--- config.mk ---
export PLATFORM = sky130hd
export DESIGN_NAME = spi_master
export DESIGN_NICKNAME = d
export VERILOG_FILES = /design/src/rtl/spi_pkg.sv /design/src/rtl/spi_tick_gen.sv /design/src/rtl/spi_master.sv
export SDC_FILE = /design/constraint.sdc
export NUM_CORES = 1
export LEC_CHECK = 0
export CAP_MARGIN = 25
export CORE_UTILIZATION = 40
export DETAILED_ROUTE_END_ITERATION = 16
export PLACE_DENSITY = 0.73
export SLEW_MARGIN = 20
export SYNTH_ARGS = -nofsm -noshare
export SYNTH_HDL_FRONTEND = slang
export SYNTH_HIERARCHICAL = 1
export SYNTH_SLANG_ARGS = --single-unit
--- constraint.sdc ---
create_clock -name clk -period 5.5 [get_ports clk]
set_clock_uncertainty 0.2 [all_clocks]
set_input_delay 1.375 -clock clk [delete_from_list [all_inputs] [get_ports clk]]
set_output_delay 1.375 -clock clk [all_outputs]
set_load 0.005 [all_outputs]
--- src/rtl/spi_pkg.sv ---
// -----------------------------------------------------------------------------
// spi_pkg
// Constants shared by the SPI master and the companion spi_slave:
//   - default transfer width and clock divider
//   - SPI mode constants (mode 0: CPOL=0, CPHA=0)
//   - master FSM state encoding
// -----------------------------------------------------------------------------
package spi_pkg;

   localparam int SPI_DEF_WIDTH   = 8;
   localparam int SPI_DEF_CLK_DIV = 4;

   // Mode 0: clock idles low, data sampled on the rising edge.
   localparam logic SPI_CPOL = 1'b0;
   localparam logic SPI_CPHA = 1'b0;

   typedef enum logic [2:0] {
      ST_IDLE  = 3'd0,
      ST_SETUP = 3'd1,
      ST_SHIFT = 3'd2,
      ST_HOLD  = 3'd3,
      ST_GAP   = 3'd4
   } spi_state_e;

endpackage

--- src/rtl/spi_tick_gen.sv ---
// -----------------------------------------------------------------------------
// spi_tick_gen
// Half-period timer for the SPI master. While en is high it emits a one-cycle
// tick every CLK_DIV clk cycles; the first tick arrives CLK_DIV cycles after
// en rises. While en is low the counter is held at its reload value.
// Ports:
//   clk   in  system clock
//   reset in  asynchronous active-high reset
//   en    in  run the timer
//   tick  out one-cycle pulse at the end of each half-period
// -----------------------------------------------------------------------------
module spi_tick_gen
   import spi_pkg::*;
#(
   parameter int CLK_DIV = SPI_DEF_CLK_DIV
) (
   input  logic clk,
   input  logic reset,
   input  logic en,
   output logic tick
);

   localparam int            CW     = $clog2(CLK_DIV) + 1;
   localparam logic [CW-1:0] RELOAD = CW'(CLK_DIV - 1);

   logic [CW-1:0] cnt_q, cnt_d;

   always_comb begin
      cnt_d = RELOAD;
      if (en) begin
         cnt_d = (cnt_q == '0) ? RELOAD : cnt_q - CW'(1);
      end
   end

   always_ff @(posedge clk or posedge reset) begin
      if (reset) begin
         cnt_q <= '0;
      end else begin
         cnt_q <= cnt_d;
      end
   end

   assign tick = en & (cnt_q == '0);

endmodule

--- src/rtl/spi_master.sv ---
// -----------------------------------------------------------------------------
// spi_master
// Mode-0 SPI master, MSB first. One transfer per accepted start:
//   SETUP (cs low, clock low) -> SHIFT (WIDTH clock periods, each high then
//   low) -> HOLD (clock low) -> GAP (cs high) -> IDLE.
// Every half-period is CLK_DIV clk cycles, timed by spi_tick_gen.
// Ports:
//   clk, reset      system clock, asynchronous active-high reset
//   start, tx_data  transfer request (sampled only in IDLE) and word to send
//   rx_data         last received word, updated together with done
//   busy, done      not-idle flag, one-cycle completion pulse
//   spi_clk, mosi,  SPI bus; cs is active low
//   miso, cs
// All outputs come straight from flops.
// -----------------------------------------------------------------------------
module spi_master
   import spi_pkg::*;
#(
   parameter int CLK_DIV = SPI_DEF_CLK_DIV,
   parameter int WIDTH   = SPI_DEF_WIDTH
) (
   input  logic             clk,
   input  logic             reset,
   input  logic             start,
   input  logic [WIDTH-1:0] tx_data,
   output logic [WIDTH-1:0] rx_data,
   output logic             busy,
   output logic             done,
   output logic             spi_clk,
   output logic             mosi,
   input  logic             miso,
   output logic             cs
);

   localparam int            BW   = (WIDTH > 1) ? $clog2(WIDTH) : 1;
   localparam logic [BW-1:0] LAST = BW'(WIDTH - 1);

   spi_state_e       state_q, state_d;
   logic [WIDTH-1:0] tx_sh_q, tx_sh_d;
   logic [WIDTH-1:0] rx_sh_q, rx_sh_d;
   logic [WIDTH-1:0] rx_data_q, rx_data_d;
   logic [BW-1:0]    bit_cnt_q, bit_cnt_d;
   logic             tail_q, tail_d;
   logic             spi_clk_q, spi_clk_d;
   logic             cs_q, cs_d;
   logic             mosi_q, mosi_d;
   logic             busy_q, busy_d;
   logic             done_q, done_d;
   logic             tick;

   spi_tick_gen #(
      .CLK_DIV (CLK_DIV)
   ) u_tick (
      .clk   (clk),
      .reset (reset),
      .en    (state_q != ST_IDLE),
      .tick  (tick)
   );

   always_comb begin
      state_d   = state_q;
      tx_sh_d   = tx_sh_q;
      rx_sh_d   = rx_sh_q;
      rx_data_d = rx_data_q;
      bit_cnt_d = bit_cnt_q;
      tail_d    = tail_q;
      spi_clk_d = spi_clk_q;
      cs_d      = cs_q;
      mosi_d    = mosi_q;
      done_d    = 1'b0;

      case (state_q)
         ST_IDLE: begin
            if (start) begin
               state_d   = ST_SETUP;
               tx_sh_d   = tx_data;
               rx_sh_d   = '0;
               bit_cnt_d = '0;
               tail_d    = 1'b0;
               cs_d      = 1'b0;
               mosi_d    = tx_data[WIDTH-1];
            end
         end
         ST_SETUP: begin
            // First rising edge: sample miso as the clock goes high.
            if (tick) begin
               state_d   = ST_SHIFT;
               spi_clk_d = 1'b1;
               rx_sh_d   = (rx_sh_q << 1) | WIDTH'(miso);
            end
         end
         ST_SHIFT: begin
            if (tick) begin
               if (spi_clk_q) begin
                  // Falling edge: advance mosi unless this was the last bit.
                  spi_clk_d = 1'b0;
                  if (bit_cnt_q == LAST) begin
                     tail_d = 1'b1;
                  end else begin
                     bit_cnt_d = bit_cnt_q + BW'(1);
                     tx_sh_d   = tx_sh_q << 1;
                     mosi_d    = tx_sh_d[WIDTH-1];
                  end
               end else if (tail_q) begin
                  // Low half of the final period has elapsed.
                  state_d = ST_HOLD;
               end else begin
                  spi_clk_d = 1'b1;
                  rx_sh_d   = (rx_sh_q << 1) | WIDTH'(miso);
               end
            end
         end
         ST_HOLD: begin
            if (tick) begin
               state_d   = ST_GAP;
               cs_d      = 1'b1;
               mosi_d    = 1'b0;
               rx_data_d = rx_sh_q;
               done_d    = 1'b1;
            end
         end
         ST_GAP: begin
            if (tick) begin
               state_d = ST_IDLE;
            end
         end
         default: begin
            state_d   = ST_IDLE;
            cs_d      = 1'b1;
            mosi_d    = 1'b0;
            spi_clk_d = SPI_CPOL;
         end
      endcase

      busy_d = (state_d != ST_IDLE);
   end

   always_ff @(posedge clk or posedge reset) begin
      if (reset) begin
         state_q   <= ST_IDLE;
         tx_sh_q   <= '0;
         rx_sh_q   <= '0;
         rx_data_q <= '0;
         bit_cnt_q <= '0;
         tail_q    <= 1'b0;
         spi_clk_q <= SPI_CPOL;
         cs_q      <= 1'b1;
         mosi_q    <= 1'b0;
         busy_q    <= 1'b0;
         done_q    <= 1'b0;
      end else begin
         state_q   <= state_d;
         tx_sh_q   <= tx_sh_d;
         rx_sh_q   <= rx_sh_d;
         rx_data_q <= rx_data_d;
         bit_cnt_q <= bit_cnt_d;
         tail_q    <= tail_d;
         spi_clk_q <= spi_clk_d;
         cs_q      <= cs_d;
         mosi_q    <= mosi_d;
         busy_q    <= busy_d;
         done_q    <= done_d;
      end
   end

   assign rx_data = rx_data_q;
   assign busy    = busy_q;
   assign done    = done_q;
   assign spi_clk = spi_clk_q;
   assign mosi    = mosi_q;
   assign cs      = cs_q;

endmodule

=== Word level (Yosys, flattened, before mapping) ===
Index checks and enable logic that the tools add are counted.
W data, S select, Z words.

* Bits of input ports: 12
* Output and inout bits: 13
* Register bits: 38

* Reduce and logical (&&, ||, !) cells: 16
* Add/sub/neg operators: 2
* Equal/unequal tests: 14
* Muxes and demuxes: 45
* Bitwise gates (word level): 5

{| class="wikitable"
|+ Operators by type and width
! cell !! count
|-
| $mux W8 || 5
|-
| $mux W3 || 13
|-
| $mux W7 || 4
|-
| $pmux W8 S3 || 1
|-
| $ne A2 B2 Y1 const B || 9
|-
| $mux W1 || 15
|-
| $pmux W3 S5 || 1
|-
| $pmux W7 S2 || 1
|-
| $reduce_and A6 Y1 || 2
|-
| $reduce_and A5 Y1 || 2
|-
| $reduce_bool A3 Y1 || 3
|-
| $or A8 B1 Y8 || 1
|-
| $eq A3 B2 Y1 const B || 2
|-
| $eq A3 B3 Y1 const B || 2
|-
| $logic_not A3 Y1 || 2
|-
| $pmux W1 S3 || 2
|-
| $pmux W3 S2 || 1
|-
| $reduce_and A3 Y1 || 2
|-
| $reduce_or A3 Y1 || 2
|-
| $pmux W1 S4 || 1
|-
| $add A3 B1 Y3 const B || 1
|-
| $eq A3 B1 Y1 const B || 1
|-
| $not A1 Y1 || 3
|-
| $sub A3 B1 Y3 const B || 1
|-
| 5 further kinds || 5
|}

=== Longest topological paths before layout ===
Gate-level depths: netlist of the first run.

* Depth after elaboration: 5
* Mapped depth: 11

=== Cells and area by module ===
Netlist of the first run, hierarchy kept.

{| class="wikitable"
|+ Modules (own cells, without submodules)
! module !! area an instance (sq um) !! seq. area each (sq um) !! cells each !! times used
|-
| spi_master || 1634.1 || 877.1 || 161 || 1
|-
| spi_tick_gen || 161.4 || 75.1 || 16 || 1
|}

=== Worst setup path before layout of the first run ===
Ideal clock, no wire load.

* Kind: input-to-reg
* From: in start
* To: reg rx_sh_q[0]
* Setup time: 83 ps
* Stages on the path: 5
* Required time: 5217 ps
* Slack: 2783 ps
* Buffers on the path: 1
* Arrival time: 2434 ps
* Cells stage by stage: or3b_4 > a221oi_4 > buf_6 > nand3_1 > o21ai_0

* Cells in the longest elaborated chain, start to end: 2

{| class="wikitable"
|+ RTL lines
! item !! line !! text
|-
| start, declared || spi_master.sv:24 || <nowiki>input logic start,</nowiki>
|-
| $ne A2 B2 Y1 (no source line) || - ||
|-
| $reduce_and A6 Y1 (no source line) || - ||
|-
| end signal, assigned || spi_master.sv:154 || <nowiki>rx_sh_q <= rx_sh_d;</nowiki>
|-
| end, declared || spi_master.sv:40 || <nowiki>logic [WIDTH-1:0] rx_sh_q, rx_sh_d;</nowiki>
|}

No other way between the ends.
A chain may end at the register's enable or synchronous reset.

=== Final worst setup path of the first run ===
Same ends and word-level chain as after synthesis.

==> results.md, run 1 <==
* Status: complete, no violations
* Flop2flop setup slack at between 2 and 2.5 ns
* DRC errors left at 0
* Syn Nets at between 150 and 200
* DR vias at approximately 1300
* Fin Setup TNS at 0 ns
* Slew Limit Fails at 0
* Clk slew on worst S/H paths at 0.08 ns
* CTS Sinks at 38
* Maximum VDD drop at around 0.14 mV
* Critical path capture point type: register
* IO Count at 25
* Non-filler cells in the finished layout at about 250
* CTS resizes at 0
* Maximum level of the CTS H-tree at 2
* Worst path cell trace: clkdlybuf4s50_1 -> or3b_4 -> a221oi_4 -> nand3_1 -> o21ai_0
* Max-cap violations at 0
* Worst path max stage delay at 0.57 ns
* Synth Cell Area at 1800 um^2
* Total GRT Usage at 0.167
* Iteration-0 DRC Markers at 75
* Mean routed wirelength per cell at ~13 um
* Crit Path Category: input pin to register
* FFs w/ async S/R, synth at 1.00
* Post-placement cell count at roughly 250
* # rows at 23
* Placed Area at 2070 um^2
* Critical Path Fanout Max at 16
* Core Region at 4140 um^2
* Worst r2r path cells at 7
* Largest net degree at the start of global routing at 26
* Share of cells above drive strength 1 at 0.123
* Mapped Avg Cell Area at ~10 um^2
* Flops & latches, synth at 38
* Min-delay src: u_tick/cnt_q[0]
* Setup violators final at 0
* Root Driver: clkbuf_8
* Sequential fraction of the synthesis area at 0.530
* Synth cell types at 36
* Die Width at a little under 70 um
* Synth Flop Type: dfrtp_1
* CP max stage cell: a221oi_4
* CP top delay family: compound AO/OA/AOI/OAI gates
* Drt first pass iters at 4
* Combinational Power Share at 0.030
* Worst path bufs/invs at 1
* N_diodes at 0
* Hold-critical path depth at 1
* Power Dens Cells at between 200 and 300 nW/um^2
* Post-layout min period at around 3.1 ns
* DIE AREA at 4760 um^2
* Initial antenna violation count at 0
* Via-to-Cell Ratio at just over 5
* Sw Ratio at 0.184
* Startpoint Class: input pin
* Sw Pwr at roughly 110 uW
* Final Hold Vio Count at 0
* Static Leakage at around 0.0011 uW
* Total grt overflow at 0
* Max Fclk at roughly 320 MHz
* Clk pwr share at 0.492
* Post-synth EDFFs at 0
* Clock tree buffer depth at 2
* Worst hold endpoint: u_tick/cnt_q[0]
* Sequential power share at 0.478
* NumNets Final at ~220
* First-pass GRT wire length at approximately 5600 um
* Worst-skew pair later-pin latency at 0.30 ns
* Total wire length at 3290 um
* Worst relative slew slack at 0.496
* Postcts setup bufs at 0
* Hold Path Class: register to register
* Vias in the first global route at around 1200
* Hold_buf cts at 0
* CP required at between 5 and 6 ns
* Initial Utilization at 0.433
* Pint at between 400 and 500 uW
* Reg-to-Reg Start: state_q[1]
* CTS buffer count at 5
* RSZ-0062 raised after global routing: false
* Reg2reg end: rx_sh_q[0]
* Final std cell area, no fill at around 2200 um^2
* Critical Path AT at 3.09 ns
* Routed Antenna Nets at 0
* Area Overhead vs Synth at 24.3%
* PortBufs at 24
* RD Place Congestion at about 0.8
* CTS tree: done
* Tcrit/Tclk final at 0.560
* Cells after Synth at approximately 180
* Yosys warnings at 6
* Worst-Margin Slew at ~0.76 ns
* Die Ht at around 69 um
* HPWL after DPL at approximately 2200 um
## layout by cell type (no fill, tap or decap), types with 2 or more instances in the layout
| cell type | netlist | final |
|---|---|---|
| nand2b_1 | 2 | 2 |
| a21oi_1 | 7 | 7 |
| o21ai_0 | 22 | 22 |
| nand3_1 | 13 | 13 |
| mux2i_1 | 6 | 6 |
| clkdlybuf4s50_1 | 0 | 24 |
| and3_1 | 2 | 2 |
| ha_1 | 4 | 4 |
| nand2_1 | 16 | 16 |
| buf_4 | 0 | 2 |
| nor2b_1 | 3 | 3 |
| inv_1 | 15 | 15 |
| nor2_1 | 12 | 12 |
| clkbuf_8 | 0 | 6 |
| nor3_1 | 2 | 2 |
| dfrtp_1 | 37 | 37 |
| bufinv_16 | 0 | 2 |
| or3_1 | 2 | 2 |
| mux2_2 | 9 | 9 |
## worst max-delay path by stage
stage,startpoint,endpoint,cells past startpoint
3_5_place_dp,start,rx_sh_q[0],4
6_report,start,rx_sh_q[0],5
4_1_cts,start,rx_sh_q[0],5
2_1_floorplan,start,rx_sh_q[0],5
3_3_place_gp,start,bit_cnt_q[0],5
5_1_grt,state_q[1],rx_sh_q[2],7
## kinds of logic after synthesis
| family | after synthesis | synth area share |
|---|---|---|
| AND/OR/NAND/NOR | 55 | 0.147 |
| XOR/XNOR | 2 | 0.00976 |
| adder cells (fa/ha/maj) | 4 | 0.0279 |
| AO/OA/AOI/OAI | 39 | 0.140 |
| flip-flops | 38 | 0.530 |
| buffers and inverters | 24 | 0.0550 |
| multiplexers | 15 | 0.0899 |
## metrics by stage
stage          hold slack (ns)  utilization  setup slack, ns  power, uW
6_report                 0.274        0.539             2.42        595
5_1_grt                  0.312        0.539             2.07        612
2_1_floorplan            0.225            -             2.78        295
3_5_place_dp             0.275        0.501             2.12        307
4_1_cts                  0.288        0.535             2.43        600
3_3_place_gp             0.243        0.499             1.91        306
## cell type report
type / count / area (um^2)
clock buffer: 6 / 82.6
fill: 377 / 1910
tap: 50 / 62.6
sequential: 38 / 952
inverter: 16 / 60.1
clock inverter: 2 / 60.1
timing repair buffer: 27 / 270
multi-input combinational: 115 / 744
## state kept, by name, summed over array words and instances, names as in the netlist
register,flops
rx_data,8
rx_sh_q,8
tx_sh_q,7
bit_cnt_q,3
state_q,3
u_tick/cnt_q,3
busy,1
cs,1
done,1
mosi,1
spi_clk,1
tail_q,1
## cell usage after synthesis, drive strengths merged, types with 2 or more instances
cell    instances  share of area
dfrtp          37           0.52
clkbuf          5          0.010
nand3          13          0.036
a21oi           7          0.020
o21ai          22          0.061
mux2i           6          0.033
buf             3          0.011
and3            2         0.0070
nor2b           3          0.010
mux2            9          0.056
or3             2         0.0070
nand2          16          0.033
nor3            2         0.0056
nand2b          2         0.0070
inv            16          0.033
nor2           12          0.025
ha              4          0.028
## power by group through the flow
stage	clock network, uW	logic [uW]	registers [uW]
after detailed placement	0	17.3	289
after global routing	307	20.4	284
after CTS	298	17.4	284
final	293	18.0	284
after global placement	0	17.0	289
after floorplan	0	6.48	289
## per-layer routing
layer / part of all wire / vias to the layer above / global-route usage / routed length (um)
met5: 0 / - / 0 / 0
met1: 0.49 / 603 / 0.218 / 1610
li1: - / 660 / - / -
met4: 0.032 / 0 / 0.115 / 104
met3: 0.042 / 9 / 0.0411 / 138
met2: 0.44 / 31 / 0.243 / 1440
## worst reg2reg max path, stage by stage (launching register included)
cell and delay [ns]:
dfrtp_1 0.84, or3_1 0.28, inv_2 0.06, nor2_1 0.46, o21ai_0 0.28, a221oi_4 0.61
nand3_1 0.12, o21ai_0 0.11
No activity file was read; power rests on OpenSTA's default activity.
==> inputs of run 2 (changes only) <==
- PLACE_DENSITY: 0.73 -> 0.76
- clock period: 5.5 -> 2.8 ns (I/O delays scaled with it)
==> run 2 against run 1 <==
Effect of this change: worst setup slack got worse by 1.9 ns; sequential power rose by 96%; non-clock buffer count rose by 5; sequential share of layout area rose by 0.41 points; flip-flop and latch count did not move; wire length rose by 2.8%; global-route usage rose by 0.15 points; first-iteration DRC count rose by 63%.
==> results.md, run 2 (same netlist as run 1, synthesis figures left out) <==
* Status: complete, no violations
* Worst path max stage delay at 0.50 ns
* Via-to-Cell Ratio at roughly 5.1
* Min-delay src: u_tick/cnt_q[0]
* Reg-to-Reg Start: u_tick/cnt_q[0]
* Total grt overflow at 0
* CP required at ~2.8 ns
* Combinational Power Share at 0.033
* Sw Ratio at 0.210
* Tcrit/Tclk final at 0.816
* CTS buffer count at 5
* RD Place Congestion at between 0.7 and 0.8
* Critical path capture point type: register
* Post-placement cell count at ~250
* Worst-Margin Slew at 0.494 ns
* Reg2reg end: rx_sh_q[0]
* DRC errors left at 0
* Final Hold Vio Count at 0
* Critical Path AT at ~2.3 ns
* Worst r2r path cells at 10
* Share of cells above drive strength 1 at 0.139
* CTS tree: done
* Max-cap violations at 0
* NumNets Final at between 200 and 250
* CP Launch Point: start
* CTS resizes at 0
* HPWL after DPL at 2250 um
* DIE AREA at 4760 um^2
* Routed Antenna Nets at 0
* Maximum level of the CTS H-tree at 2
* Worst path cell trace: clkdlybuf4s50_1 -> or3b_4 -> a221oi_4 -> buf_4 -> nand3_1 -> o21ai_0
* Die Ht at between 60 and 70 um
* Clk pwr share at 0.394
* Startpoint Class: input pin
* Static Leakage at 0.00108 uW
* Setup violators final at 0
* N_diodes at 0
* Initial antenna violation count at 0
* Fin Setup TNS at 0 ns
* Mean routed wirelength per cell at ~13 um
* Crit Path Category: input pin to register
* CP max stage cell: clkdlybuf4s50_1
* Most frequent cells in the layout: 37 x dfrtp_1, 24 x clkdlybuf4s50_1, 22 x o21ai_0
* Pint at slightly below 800 uW
* IO Count at 25
* Drt first pass iters at 4
* RSZ-0062 raised after global routing: false
* PortBufs at 24
* Post-layout min period at 2.28 ns
* Area Overhead vs Synth at 23.1%
* Most common cell after layout, fill and taps aside: dfrtp_1
* Hold-critical path depth at 1
* First-pass GRT wire length at between 5000 and 6000 um
* Flop2flop setup slack at 0.57 ns
* Sequential power share at 0.572
* Total GRT Usage at 0.169
* Hold_buf cts at 0
* Worst relative slew slack at 0.669
* Core Region at approximately 4100 um^2
* Vias in the first global route at 1291
* Max Fclk at around 440 MHz
* Worst hold endpoint: u_tick/cnt_q[0]
* # rows at 23
* Clock tree buffer depth at 2
* Postcts setup bufs at 0
* Initial Utilization at 0.433
* Iteration-0 DRC Markers at 122
* Sw Pwr at 205 uW
* Clk slew on worst S/H paths at 0.07 ns
* Non-filler cells in the finished layout at around 260
* Layout fillers at 389
* Die Width at between 60 and 70 um
* Total wire length at 3380 um
* Power Dens Cells at ~440 nW/um^2
* Largest net degree at the start of global routing at 36
* Final Worst Setup Slack at between 0.5 and 0.6 ns
* DP Worst Slack at about 0.21 ns
* Critical Path Fanout Max at 16
* Hold Path Class: register to register
* CTS Sinks at 38
* Root Driver: clkbuf_8
* DR vias at ~1300
* Worst-skew pair later-pin latency at ~0.29 ns
* Maximum VDD drop at about 0.23 mV
* Slew Limit Fails at 0
==> run 2: cell types whose count changed in the layout (fill, tap and decap cells not counted), sizes merged <==
| cell | delta |
|---|---|
| clkbuf | +1 |
| buf | +5 |
| clkinv | +1 |
| bufinv | -2 |
==> run 2: layout make-up <==
type | instances | area [um^2] | area share
clock buffer | 7 | 86.3 | 0.0390
timing repair buffer | 32 | 300 | 0.136
tap | 50 | 62.6 | 0.0283
clock inverter | 1 | 5.00 | 0.00226
multi-input combinational | 115 | 744 | 0.337
inverter | 16 | 60.1 | 0.0272
sequential | 38 | 952 | 0.431
==> run 2: per-stage QoR <==
stage | power, uW | hold WS (ns) | utilization | instance area [um^2]
after floorplan | 580 | 0.225 | - | 1800
after global placement | 601 | 0.239 | 0.511 | 2120
after detailed placement | 602 | 0.260 | 0.511 | 2120
after CTS | 992 | 0.270 | 0.534 | 2210
after global routing | 1020 | 0.307 | 0.534 | 2210
final | 975 | 0.262 | 0.534 | 2210
==> run 2: metal layers <==
layer | track usage | routed length, um
met1 | 0.212 | 1620
met2 | 0.261 | 1580
met3 | 0.0526 | 117
met4 | 0.0842 | 66
met5 | 0 | 0
==> run 2: power by group through the flow <==
stage / Sequential (uW) / Clock [uW] / Combinational, uW
global placement: 568 / 0 / 32.8
global route: 558 / 422 / 37.0
finish: 558 / 384 / 32.6
floorplan: 567 / 0 / 12.7
CTS: 558 / 400 / 34.0
detailed placement: 568 / 0 / 33.9
==> run 2: worst max-delay path by stage <==
| stage | slack [ns] | depth (start not counted) | end |
|---|---|---|---|
| after floorplan | 0.11 | 11 | rx_sh_q[0] |
| after global placement | 0.27 | 6 | rx_sh_q[0] |
| after detailed placement | 0.21 | 6 | rx_sh_q[0] |
| after CTS | 0.51 | 6 | rx_sh_q[0] |
| after global routing | 0.32 | 10 | rx_sh_q[2] |
| final | 0.52 | 6 | rx_sh_q[0] |
==> run 2: worst max-delay path, delay by kind of cell <==
| kind | cells | cell delay [ns] |
|---|---|---|
| AOI/OAI and AO/OA | 2 | 0.36 |
| buffers and inverters | 2 | 0.73 |
| and+or+nand+nor | 2 | 0.51 |
